--- config.mk ---
export PLATFORM = sky130hd
export DESIGN_NAME = dff_pipe_bank
export DESIGN_NICKNAME = d
export VERILOG_FILES = /design/src/rtl/dff_pipe_bank.sv
export SDC_FILE = /design/constraint.sdc
export NUM_CORES = 1
export LEC_CHECK = 0
export ABC_AREA = 1
export BUFFER_PORTS_ARGS = -buffer_cell sky130_fd_sc_hd__buf_2
export CAP_MARGIN = 20
export CORE_ASPECT_RATIO = 0.75
export CORE_MARGIN = 2
export CORE_UTILIZATION = 55
export CTS_CLUSTER_DIAMETER = 100
export DETAILED_ROUTE_END_ITERATION = 16
export PLACE_DENSITY = 0.79
export SETUP_SLACK_MARGIN = 0.3
export SYNTH_ARGS = -nofsm -noshare
export SYNTH_HDL_FRONTEND = slang
export SYNTH_SLANG_ARGS = --single-unit
--- constraint.sdc ---
create_clock -name CLK -period 2.78 [get_ports CLK]
set_input_delay 0.556 -clock CLK [delete_from_list [all_inputs] [get_ports CLK]]
set_output_delay 0.556 -clock CLK [all_outputs]
set_load 0.02 [all_outputs]
--- src/rtl/dff_pipe_bank.sv ---
// dff_pipe_bank: WIDTH-bit, DEPTH-stage register bank with per-stage valid
// tags, clock enable, valid flush, occupancy count and a full scan chain.
// All outputs come straight from flops; the capture edge is chosen by CLK_POL.
module dff_pipe_bank #(
  parameter int               WIDTH     = 8,
  parameter int               DEPTH     = 3,
  parameter bit               CLK_POL   = 1'b1,
  parameter logic [WIDTH-1:0] RESET_VAL = '0
) (
  input  logic                       CLK,
  input  logic                       RST,
  input  logic                       EN,
  input  logic                       FLUSH,
  input  logic [WIDTH-1:0]           D,
  input  logic                       DV,
  input  logic                       SE,
  input  logic                       SI,
  output logic [WIDTH-1:0]           Q,
  output logic                       QV,
  output logic                       SO,
  output logic [$clog2(DEPTH+1)-1:0] OCC
);

  localparam int NBITS = WIDTH * DEPTH;
  localparam int OCC_W = $clog2(DEPTH + 1);

  // Stage i occupies flat bits [i*WIDTH +: WIDTH], so the flat vector is the
  // scan chain order: s0.b0 is bit 0 and s[DEPTH-1].b[WIDTH-1] is the top bit.
  logic [DEPTH-1:0][WIDTH-1:0] data_q;
  logic [DEPTH-1:0][WIDTH-1:0] data_d;
  logic [DEPTH-1:0]            valid_q;
  logic [DEPTH-1:0]            valid_d;
  logic [OCC_W-1:0]            occ_q;
  logic [OCC_W-1:0]            occ_d;
  logic [NBITS-1:0]            data_flat;
  logic [NBITS-1:0]            scan_flat;

  assign data_flat = data_q;

  // Scan shift: every bit moves one place up the chain, SI enters at s0.b0.
  always_comb begin
    scan_flat    = '0;
    scan_flat[0] = SI;
    for (int k = 1; k < NBITS; k++) begin
      scan_flat[k] = data_flat[k-1];
    end
  end

  // Next-state selection for the non-reset cases: scan, then flush, then
  // enable, otherwise a full hold of data, valids and occupancy.
  always_comb begin
    data_d  = data_q;
    valid_d = valid_q;
    occ_d   = occ_q;
    if (SE) begin
      data_d = scan_flat;
    end else if (FLUSH) begin
      valid_d = '0;
      occ_d   = '0;
    end else if (EN) begin
      data_d[0]  = D;
      valid_d[0] = DV;
      for (int i = 1; i < DEPTH; i++) begin
        data_d[i]  = data_q[i-1];
        valid_d[i] = valid_q[i-1];
      end
      // A tag entering at stage 0 counts up, the one leaving the last stage
      // drops out; modular wrap of the intermediate sum cancels out.
      occ_d = occ_q + OCC_W'(DV) - OCC_W'(valid_q[DEPTH-1]);
    end
  end

  generate
    if (CLK_POL) begin : g_pos_edge
      // State register on the rising edge; reset overrides everything else.
      always_ff @(posedge CLK) begin
        if (RST) begin
          data_q  <= {DEPTH{RESET_VAL}};
          valid_q <= '0;
          occ_q   <= '0;
        end else begin
          data_q  <= data_d;
          valid_q <= valid_d;
          occ_q   <= occ_d;
        end
      end
    end else begin : g_neg_edge
      // State register on the falling edge; reset overrides everything else.
      always_ff @(negedge CLK) begin
        if (RST) begin
          data_q  <= {DEPTH{RESET_VAL}};
          valid_q <= '0;
          occ_q   <= '0;
        end else begin
          data_q  <= data_d;
          valid_q <= valid_d;
          occ_q   <= occ_d;
        end
      end
    end
  endgenerate

  assign Q   = data_q[DEPTH-1];
  assign QV  = valid_q[DEPTH-1];
  assign SO  = data_q[DEPTH-1][WIDTH-1];
  assign OCC = occ_q;

endmodule

==> results of run 1 <==
[layout make-up]
class | instances | share of cell area, %
Tap cell | 34 | 2.82
Multi-Input combinational cell | 125 | 42.4
Inverter | 16 | 3.98
Sequential cell | 29 | 38.5
Clock buffer | 7 | 3.65
Timing Repair Buffer | 26 | 8.63
[how the worst max path moves through the flow]
stage,from,end,cells past startpoint
CTS,Q[0],Q[0],1
global route,SE,Q[5],5
floorplan,OCC[0],OCC[1],8
finish,Q[0],Q[0],1
detailed placement,SE,data_flat[0],5
global placement,SE,Q[3],5
[per-layer routing]
metal	vias up	track usage (%)	share of wire [%]
li1	634	-	-
met1	566	25.8	49
met2	32	34.3	44
met3	5	6.59	5.9
met4	0	9.33	1.1
met5	-	0	0
[power by group]
part | total [mW] | leakage [nW] | internal [mW] | switching, mW
registers | 0.445 | 0.237 | 0.434 | 0.0117
logic | 0.103 | 0.419 | 0.0356 | 0.0674
clock network | 0.254 | 0.0314 | 0.119 | 0.135
[cells by family after synthesis]
group / Yosys count / synth area share (%)
and+or+nand+nor: 80 / 24.8
buffers and inverters: 32 / 13.0
AOI/OAI and AO/OA: 43 / 19.0
DFF: 29 / 41.4
adders and majority gates: 2 / 1.78
[registers in the layout, indices dropped and copies added, names as in the netlist]
name / flops
valid_q: 3
OCC: 2
Q: 8
data_flat: 16
[cell usage in the layout, fill, tap and decap left out, types with 5 or more instances in the layout]
master | synthesis | final
nand3_1 | 8 | 8
buf_2 | 2 | 26
o211a_1 | 6 | 6
a31oi_1 | 6 | 6
inv_1 | 13 | 13
nor2_1 | 10 | 10
clkbuf_4 | 0 | 5
a21oi_1 | 20 | 20
dfxtp_1 | 29 | 29
nand2_1 | 54 | 54
[per-stage QoR]
step           total power, mW  hold WS [ns]  setup WS (ns)  util (%)  area [um^2]
4_1_cts                  0.803         0.467           1.34      63.8         1510
2_1_floorplan            0.539         0.439           1.49         -         1400
3_3_place_gp             0.555         0.446           1.11      61.4         1450
3_5_place_dp             0.558         0.454           1.04      61.4         1450
6_report                 0.802         0.465           1.34      63.8         1510
5_1_grt                  0.842         0.486           1.26      63.8         1510
==> flow_metrics.env, run 1 <==
export IMPL_path_cells="buf_2"
export IMPL_coreArea_mm2=0.00236
export IMPL_min_delay_start="valid_q[1]"
export IMPL_cp_top_family="flip-flops"
export IMPL_gp_congestion=0.873
export IMPL_portBuffers=26
export IMPL_num_vias=1237
export IMPL_fin_crit_ns=1.44
export IMPL_path_buf_inv=1
export IMPL_seq_area_frac_synth_pct=41.4
export IMPL_layout_cells_non_filler=237
export IMPL_r2r_start="OCC[0]"
export IMPL_ys_seq_elements=29
export IMPL_clkSlewWorstSetupHoldPaths_ns=0.08
export IMPL_initial_core_util_pct=59.3
export IMPL_synth_edf_count=0
export IMPL_drt_total_wl_um=2830
export IMPL_multiInputGateArea_um2=639
export IMPL_hold_path_endpoint="valid_q[2]"
export IMPL_syn_area_mm2=0.00140
export IMPL_hpwl_um=2090
export IMPL_power_leakage_nw=0.687
export IMPL_synth_most_common_cell="nand2_1"
export IMPL_avgSynthCellArea_um2=7.54
export IMPL_crit_arrival_ns=0.88
export IMPL_netlist_instances=186
export IMPL_diodes=0
export IMPL_synth_main_ff_cell="dfxtp_1"
export IMPL_cts_max_level=2
export IMPL_wl_per_cell_um=12.0
export IMPL_post_route_period_util_pct=51.7
export IMPL_worstPathRequired_ns=2.22
export IMPL_cpMaxStageDelayCell="dfxtp_1"
export IMPL_drc_errors=0
export IMPL_finalHoldViolations=0
export IMPL_start_kind="flip-flop"
export IMPL_drive_gt1_share_pct=20.7
export IMPL_yosys_warnings=0
export IMPL_chipHeight_um=47.7
export IMPL_clock_latency_ns=0.32
export IMPL_pin_count=27
export IMPL_r2r_end="OCC[1]"
export IMPL_worst_slew_pin_slew_ns=0.505
export IMPL_grt_first_pass_wirelength_um=4530
export IMPL_holdCritPathClass="flip-flop to flip-flop"
export IMPL_fillers=222
export IMPL_setup_viol=0
export IMPL_dieArea_mm2=0.00297
export IMPL_cts_sinks=29
export IMPL_slowest_delay_ns=0.38
export IMPL_grt_max_degree=29
export IMPL_nets=220
export IMPL_max_freq_mhz=696
export IMPL_reg2regPathDepth=7
export IMPL_synth_fp_nets=203
export IMPL_cts_root_buf="clkbuf_4"
export IMPL_ant_nets=0
export IMPL_cts_made_buffers=5
export IMPL_setup_tns_final_ns=0
export IMPL_syn_to_final_growth_pct=7.49
export IMPL_ir_drop_mv=0.331
export IMPL_yosys_area_top_type="dfxtp_1"
export IMPL_r2r_slack_ns=1.56
export IMPL_drt_pass1_iter_count=4
export IMPL_clock_path_buffers=2
export IMPL_rows=15
export IMPL_hold_buffers=0
export IMPL_async_reset_ff_share_pct=0
export IMPL_cts_repair_resized=0
export IMPL_regArea_um2=581
export IMPL_powerDensity_mw_per_mm2=532
export IMPL_via_per_inst=5.22
export IMPL_setup_worst_path_end_class="primary output"
export IMPL_hold_path_depth=2
export IMPL_synth_area_leaders="dfxtp_1 41%, nand2_1 14%, a21oi_1 7.1%"
export IMPL_crit_fanout=3
export IMPL_synth_common_cells="54 x nand2_1, 29 x dfxtp_1, 20 x a21oi_1"
export IMPL_clock_skew_ns=0.00523
export IMPL_die_w_um=62.3
export IMPL_yosysTopAreaCellShare_pct=41.4
export IMPL_crit_type="flip-flop to primary output"
export IMPL_placed_cells=230
export IMPL_cts_tree="done"
export IMPL_grt_pass1_vias=1051
export IMPL_maxCapViolCount=0
export IMPL_slew_violations=0
export IMPL_rsz0062_at_grt="no"
export IMPL_ys_types=23
export IMPL_grt_ovfl_total=0
export IMPL_antenna_found_initial=0
export IMPL_post_cts_buffers=0
export IMPL_status="finished clean"
export IMPL_drt_iter0_drc=68
export IMPL_slew_limit_headroom_pct=66.4
export IMPL_grt_usage_pct=20.7
Power figures use the tool's default switching activity.
==> run 2, diff against run 1 <==
- ABC_AREA: 1 -> 0
- PLACE_DENSITY: 0.79 -> 0.78
- clock period: 2.78 -> 1.5 ns (I/O delays scaled with it)
==> flow_metrics.env, run 2 <==
export IMPL_status="complete, but fails checks"
export IMPL_violations="negative setup slack"
export IMPL_drt_iter0_drc=73
export IMPL_fin_crit_ns=1.51
export IMPL_synth_common_cells="29 x dfxtp_1, 27 x inv_1, 24 x a21oi_1, 24 x o21a_1, 18 x mux2_4"
export IMPL_nets=200
export IMPL_yosys_warnings=0
export IMPL_cts_max_level=2
export IMPL_netlist_instances=167
export IMPL_worst_slew_pin_slew_ns=0.548
export IMPL_cts_root_buf="clkbuf_8"
export IMPL_finish_utilization_pct=68.3
export IMPL_die_w_um=66.2
export IMPL_pin_count=27
export IMPL_coreArea_mm2=0.00268
export IMPL_setup_viol=1
export IMPL_holdCritPathClass="input port to flip-flop"
export IMPL_setup_ws_ns=-0.00509
export IMPL_rows=16
export IMPL_place_area_mm2=0.00171
export IMPL_grt_ovfl_total=0
export IMPL_synth_area_leaders="dfxtp_1 36%, mux2_4 17%, o21a_1 11%"
export IMPL_cts_sinks=29
export IMPL_seq_area_frac_synth_pct=36.4
export IMPL_dieArea_mm2=0.00335
export IMPL_portBuffers=26
export IMPL_grt_first_pass_wirelength_um=4930
export IMPL_powerDensity_mw_per_mm2=1020
export IMPL_syn_to_final_growth_pct=14.8
export IMPL_wl_per_cell_um=13.7
export IMPL_finalInstanceArea_mm2=0.00183
export IMPL_synth_fp_nets=184
export IMPL_hpwl_um=2010
export IMPL_drc_errors=0
export IMPL_slew_limit_headroom_pct=63.4
export IMPL_drive_gt1_share_pct=37.5
export IMPL_finalHoldViolations=0
export IMPL_clock_skew_ns=0.00561
export IMPL_r2r_slack_ns=-0.005
export IMPL_grt_max_degree=51
export IMPL_ys_seq_elements=29
export IMPL_gp_congestion=0.771
export IMPL_post_route_period_util_pct=100
export IMPL_syn_area_mm2=0.00160
export IMPL_async_reset_ff_share_pct=0
export IMPL_yosysTopAreaCellShare_pct=36.4
export IMPL_maxCapViolCount=0
export IMPL_slew_violations=0
export IMPL_synth_most_common_cell="dfxtp_1"
export IMPL_cts_made_buffers=5
export IMPL_power_mw=1.87
export IMPL_placed_cells=212
export IMPL_ant_nets=0
export IMPL_clock_path_buffers=2
export IMPL_initial_core_util_pct=59.5
export IMPL_hold_buffers=0
export IMPL_avgSynthCellArea_um2=9.55
export IMPL_ir_drop_mv=0.845
export IMPL_crit_type="flip-flop to flip-flop"
export IMPL_largest_reg_flops=16
export IMPL_crit_fanout=3
export IMPL_worstPathRequired_ns=1.71
export IMPL_fillers=227
export IMPL_start_kind="flip-flop"
export IMPL_drt_pass1_iter_count=4
export IMPL_synth_main_ff_cell="dfxtp_1"
export IMPL_grt_usage_pct=19.5
export IMPL_crit_arrival_ns=1.72
export IMPL_cts_tree="done"
export IMPL_layout_cells_non_filler=220
export IMPL_chipHeight_um=50.6
export IMPL_final_cell_mix="27 x dfxtp_1, 26 x buf_2, 25 x inv_1"
export IMPL_dp_slack_ns=0.0417
export IMPL_rsz0062_at_grt="yes"
export IMPL_yosys_area_top_type="dfxtp_1"
export IMPL_clock_latency_ns=0.28
export IMPL_ys_types=24
export IMPL_final_common_cell="dfxtp_1"
export IMPL_via_per_inst=5.23
export IMPL_num_vias=1150
export IMPL_clkSlewWorstSetupHoldPaths_ns=0.07
export IMPL_power_leakage_nw=0.843
export IMPL_antenna_found_initial=0
export IMPL_grt_pass1_vias=1091
export IMPL_diodes=0
export IMPL_max_freq_mhz=664
export IMPL_drt_total_wl_um=3010
export IMPL_synth_edf_count=0
export IMPL_setup_worst_path_end_class="flip-flop"
[run 2: changes by cell type after synthesis, sizes merged, moves of 5 or more]
cell	before	now
nand2	57	1
mux2	0	22
o21a	4	24
inv	16	27
nor2	13	4
nand3	8	1
o21ai	7	0
o211a	6	0
a31oi	6	1
clkbuf	2	7
[run 2: critical path, stage by stage (launching register included)]
cell and delay (ns):
dfxtp_4 0.35, inv_2 0.04, ha_4 0.25, inv_2 0.04
ha_4 0.15, xor2_2 0.15, a211o_2 0.32, a31oi_4 0.13
[run 2: final cells by class]
cell class,instances,area (um^2),area share (%)
clock inverters,1,5.00,0.273
flip-flops and latches,29,586,32.0
multi-input cells,91,821,44.8
clock buffers,7,96.3,5.26
repair buffers,29,178,9.70
well taps,36,45.0,2.46
inverters,27,101,5.53
[run 2: layer usage]
metal,GRT usage [%],wire [um]
met2,32.0,1420
met4,8.16,30
met3,5.38,142
met1,24.1,1410
met5,0,0
[run 2: path summary, 6_finish.rpt]
kind / startpoint / end / depth (start not counted)
setup / recovery: OCC[0] / OCC[1] / 7
hold / removal: DV / valid_q[0] / 3
setup reg to reg: OCC[0] / OCC[1] / 7
hold reg to reg: valid_q[0] / valid_q[1] / 2
[run 2: repair_timing]
action | CTS | global route
endpoints found under the setup margin | 2 | 2
buffers inserted | 0 | 0
gates cloned | 0 | 0
hold endpoints to repair | 0 | 0
gates resized for setup | 0 | 3
[run 2: through the flow]
stage	hold slack, ns	setup TNS (ns)
after CTS	0.338	0
after floorplan	0.448	0
after detailed placement	0.507	0
after global placement	0.475	0
final	0.332	-0.00509
after global routing	0.347	-0.0382
[run 2: logic make-up after synthesis]
logic type	after synthesis	share of synthesized area (%)
and+or+nand+nor	9	2.67
adders and majority gates	2	1.57
buffers and inverters	47	15.6
muxes	24	21.0
xor gates and xnor gates	1	0.549
AOI/OAI and AO/OA	55	22.2
DFF	29	36.4
[run 2: report_power, final]
part / total (mW) / switching [mW] / internal [mW]
sequential: 0.850 / 0.0345 / 0.816
clock: 0.718 / 0.304 / 0.414
combinational: 0.304 / 0.144 / 0.160
==> run 3, diff against run 2 <==
- CORE_UTILIZATION: 55 -> 30
- PLACE_DENSITY: 0.78 -> not set
==> flow_metrics.env, run 3 (synthesized netlist as in run 2, its figures left out) <==
export IMPL_powerDensity_mw_per_mm2=973
export IMPL_cts_root_buf="clkbuf_8"
export IMPL_drt_iter0_drc=35
export IMPL_nets=202
export IMPL_seq_power_share_pct=46.5
export IMPL_fillers=531
export IMPL_drc_errors=0
export IMPL_fin_crit_ns=1.43
export IMPL_combPwrFrac_pct=16.7
export IMPL_reg2regPathDepth=7
export IMPL_drt_pass1_iter_count=4
export IMPL_max_freq_mhz=700
export IMPL_worstPathRequired_ns=1.72
export IMPL_gp_congestion=0.749
export IMPL_min_delay_start="DV"
export IMPL_slew_limit_headroom_pct=68.0
export IMPL_cpMaxStageDelayCell="dfxtp_4"
export IMPL_setup_tns_final_ns=0
export IMPL_ant_nets=0
export IMPL_path_buf_inv=2
export IMPL_final_cell_mix="27 x dfxtp_1, 26 x buf_2, 25 x inv_1"
export IMPL_worst_slew_pin_slew_ns=0.479
export IMPL_via_per_inst=4.24
export IMPL_coreArea_mm2=0.00501
export IMPL_syn_to_final_growth_pct=17.7
export IMPL_clock_skew_ns=0.00465
export IMPL_grt_usage_pct=10.3
export IMPL_clockPowerShare_pct=36.7
export IMPL_cp_top_family="compound AO/OA/AOI/OAI gates"
export IMPL_largest_reg_flops=16
export IMPL_grt_max_degree=45
export IMPL_diodes=0
export IMPL_clkSlewWorstSetupHoldPaths_ns=0.06
export IMPL_initial_core_util_pct=31.8
export IMPL_grt_ovfl_total=0
export IMPL_finalInstanceArea_mm2=0.00188
export IMPL_finish_utilization_pct=37.5
export IMPL_slowest_delay_ns=0.35
export IMPL_drt_total_wl_um=2860
export IMPL_rsz0062_at_grt="yes"
export IMPL_r2r_start="OCC[0]"
export IMPL_die_w_um=88.2
export IMPL_holdCritPathClass="input port to flip-flop"
export IMPL_drive_gt1_share_pct=36.6
export IMPL_grt_first_pass_wirelength_um=4600
export IMPL_cts_made_buffers=5
export IMPL_hpwl_um=1920
export IMPL_cp_startpoint="OCC[0]"
export IMPL_pin_count=27
export IMPL_crit_type="flip-flop to flip-flop"
export IMPL_start_kind="flip-flop"
export IMPL_dieArea_mm2=0.00592
export IMPL_switching_share_pct=25.8
export IMPL_setup_worst_path_end_class="flip-flop"
export IMPL_crit_arrival_ns=1.65
export IMPL_cts_tree="done"
export IMPL_maxCapViolCount=0
export IMPL_grt_pass1_vias=1011
export IMPL_rows=22
export IMPL_final_common_cell="dfxtp_1"
export IMPL_cts_max_level=2
export IMPL_path_cells="inv_2 > ha_4 > inv_2 > ha_4 > xor2_2 > a211o_2 > a31oi_1"
export IMPL_switchingPower_mw=0.471
export IMPL_power_leakage_nw=0.848
export IMPL_portBuffers=26
export IMPL_p_int_mw=1.36
export IMPL_antenna_found_initial=0
export IMPL_status="finished clean"
export IMPL_clock_path_buffers=2
export IMPL_num_vias=1094
export IMPL_crit_cells=7
export IMPL_place_area_mm2=0.00178
export IMPL_finalHoldViolations=0
export IMPL_hold_buffers=0
export IMPL_cts_sinks=29
export IMPL_post_route_period_util_pct=95.2
export IMPL_setup_viol=0
export IMPL_chipHeight_um=67.2
export IMPL_hold_path_depth=3
export IMPL_crit_fanout=3
export IMPL_wl_per_cell_um=11.1
export IMPL_slew_violations=0
export IMPL_ir_drop_mv=0.386
export IMPL_clock_latency_ns=0.29
## run 3: stage by stage
step           hold WS (ns)  total power, mW  std cells  setup WS (ns)
2_1_floorplan         0.448             1.12        167         0.0638
3_3_place_gp          0.483             1.17        250         0.0923
3_5_place_dp          0.496             1.17        250         0.0654
4_1_cts               0.323             1.85        258         0.0564
5_1_grt               0.321             1.91        258        0.00271
6_report              0.318             1.83        258         0.0722
## run 3: worst paths after layout
path                endpoint  slack (ns)
setup / recovery      OCC[1]        0.07
hold / removal    valid_q[0]        0.32
setup reg to reg      OCC[1]        0.07
hold reg to reg   valid_q[1]        0.50
## run 3: routing by layer
| layer | track usage, % | vias to the layer above | routed length, um |
|---|---|---|---|
| met1 | 14.3 | 479 | 1540 |
| met3 | 5.38 | 6 | 211 |
| met2 | 13.3 | 24 | 1070 |
| met5 | 0 | - | 0 |
| met4 | 3.98 | 0 | 39 |
| li1 | - | 585 | - |
## run 3: timing repair
item                       CTS  global route
pin swaps                    0             1
setup endpoints to repair    1             2
resized for setup            0             1
setup buffers                0             0
## run 3: power by group through the flow
stage / logic, mW / registers (mW) / clock network [mW]
2_1_floorplan: 0.258 / 0.860 / 0
3_3_place_gp: 0.306 / 0.867 / 0
3_5_place_dp: 0.306 / 0.868 / 0
4_1_cts: 0.308 / 0.851 / 0.692
5_1_grt: 0.336 / 0.856 / 0.719
6_report: 0.306 / 0.850 / 0.671
## run 3: area by class of cell
| cell class | instances | area, um^2 | area share, % |
|---|---|---|---|
| multi-input combinational | 91 | 806 | 42.9 |
| sequential | 29 | 586 | 31.2 |
| timing repair buffer | 31 | 205 | 10.9 |
| inverter | 27 | 101 | 5.40 |
| clock buffer | 8 | 90.1 | 4.80 |
| tap | 72 | 90.1 | 4.80 |
## run 3: worst reg2reg max path: cells and delay by family (launching register included)
family                     cells  cell delay (ns)
AOI/OAI and AO/OA              2             0.41
xor gates and xnor gates       1             0.14
adders and majority gates      2             0.40
buffers and inverters          2             0.07
DFF                            1             0.35
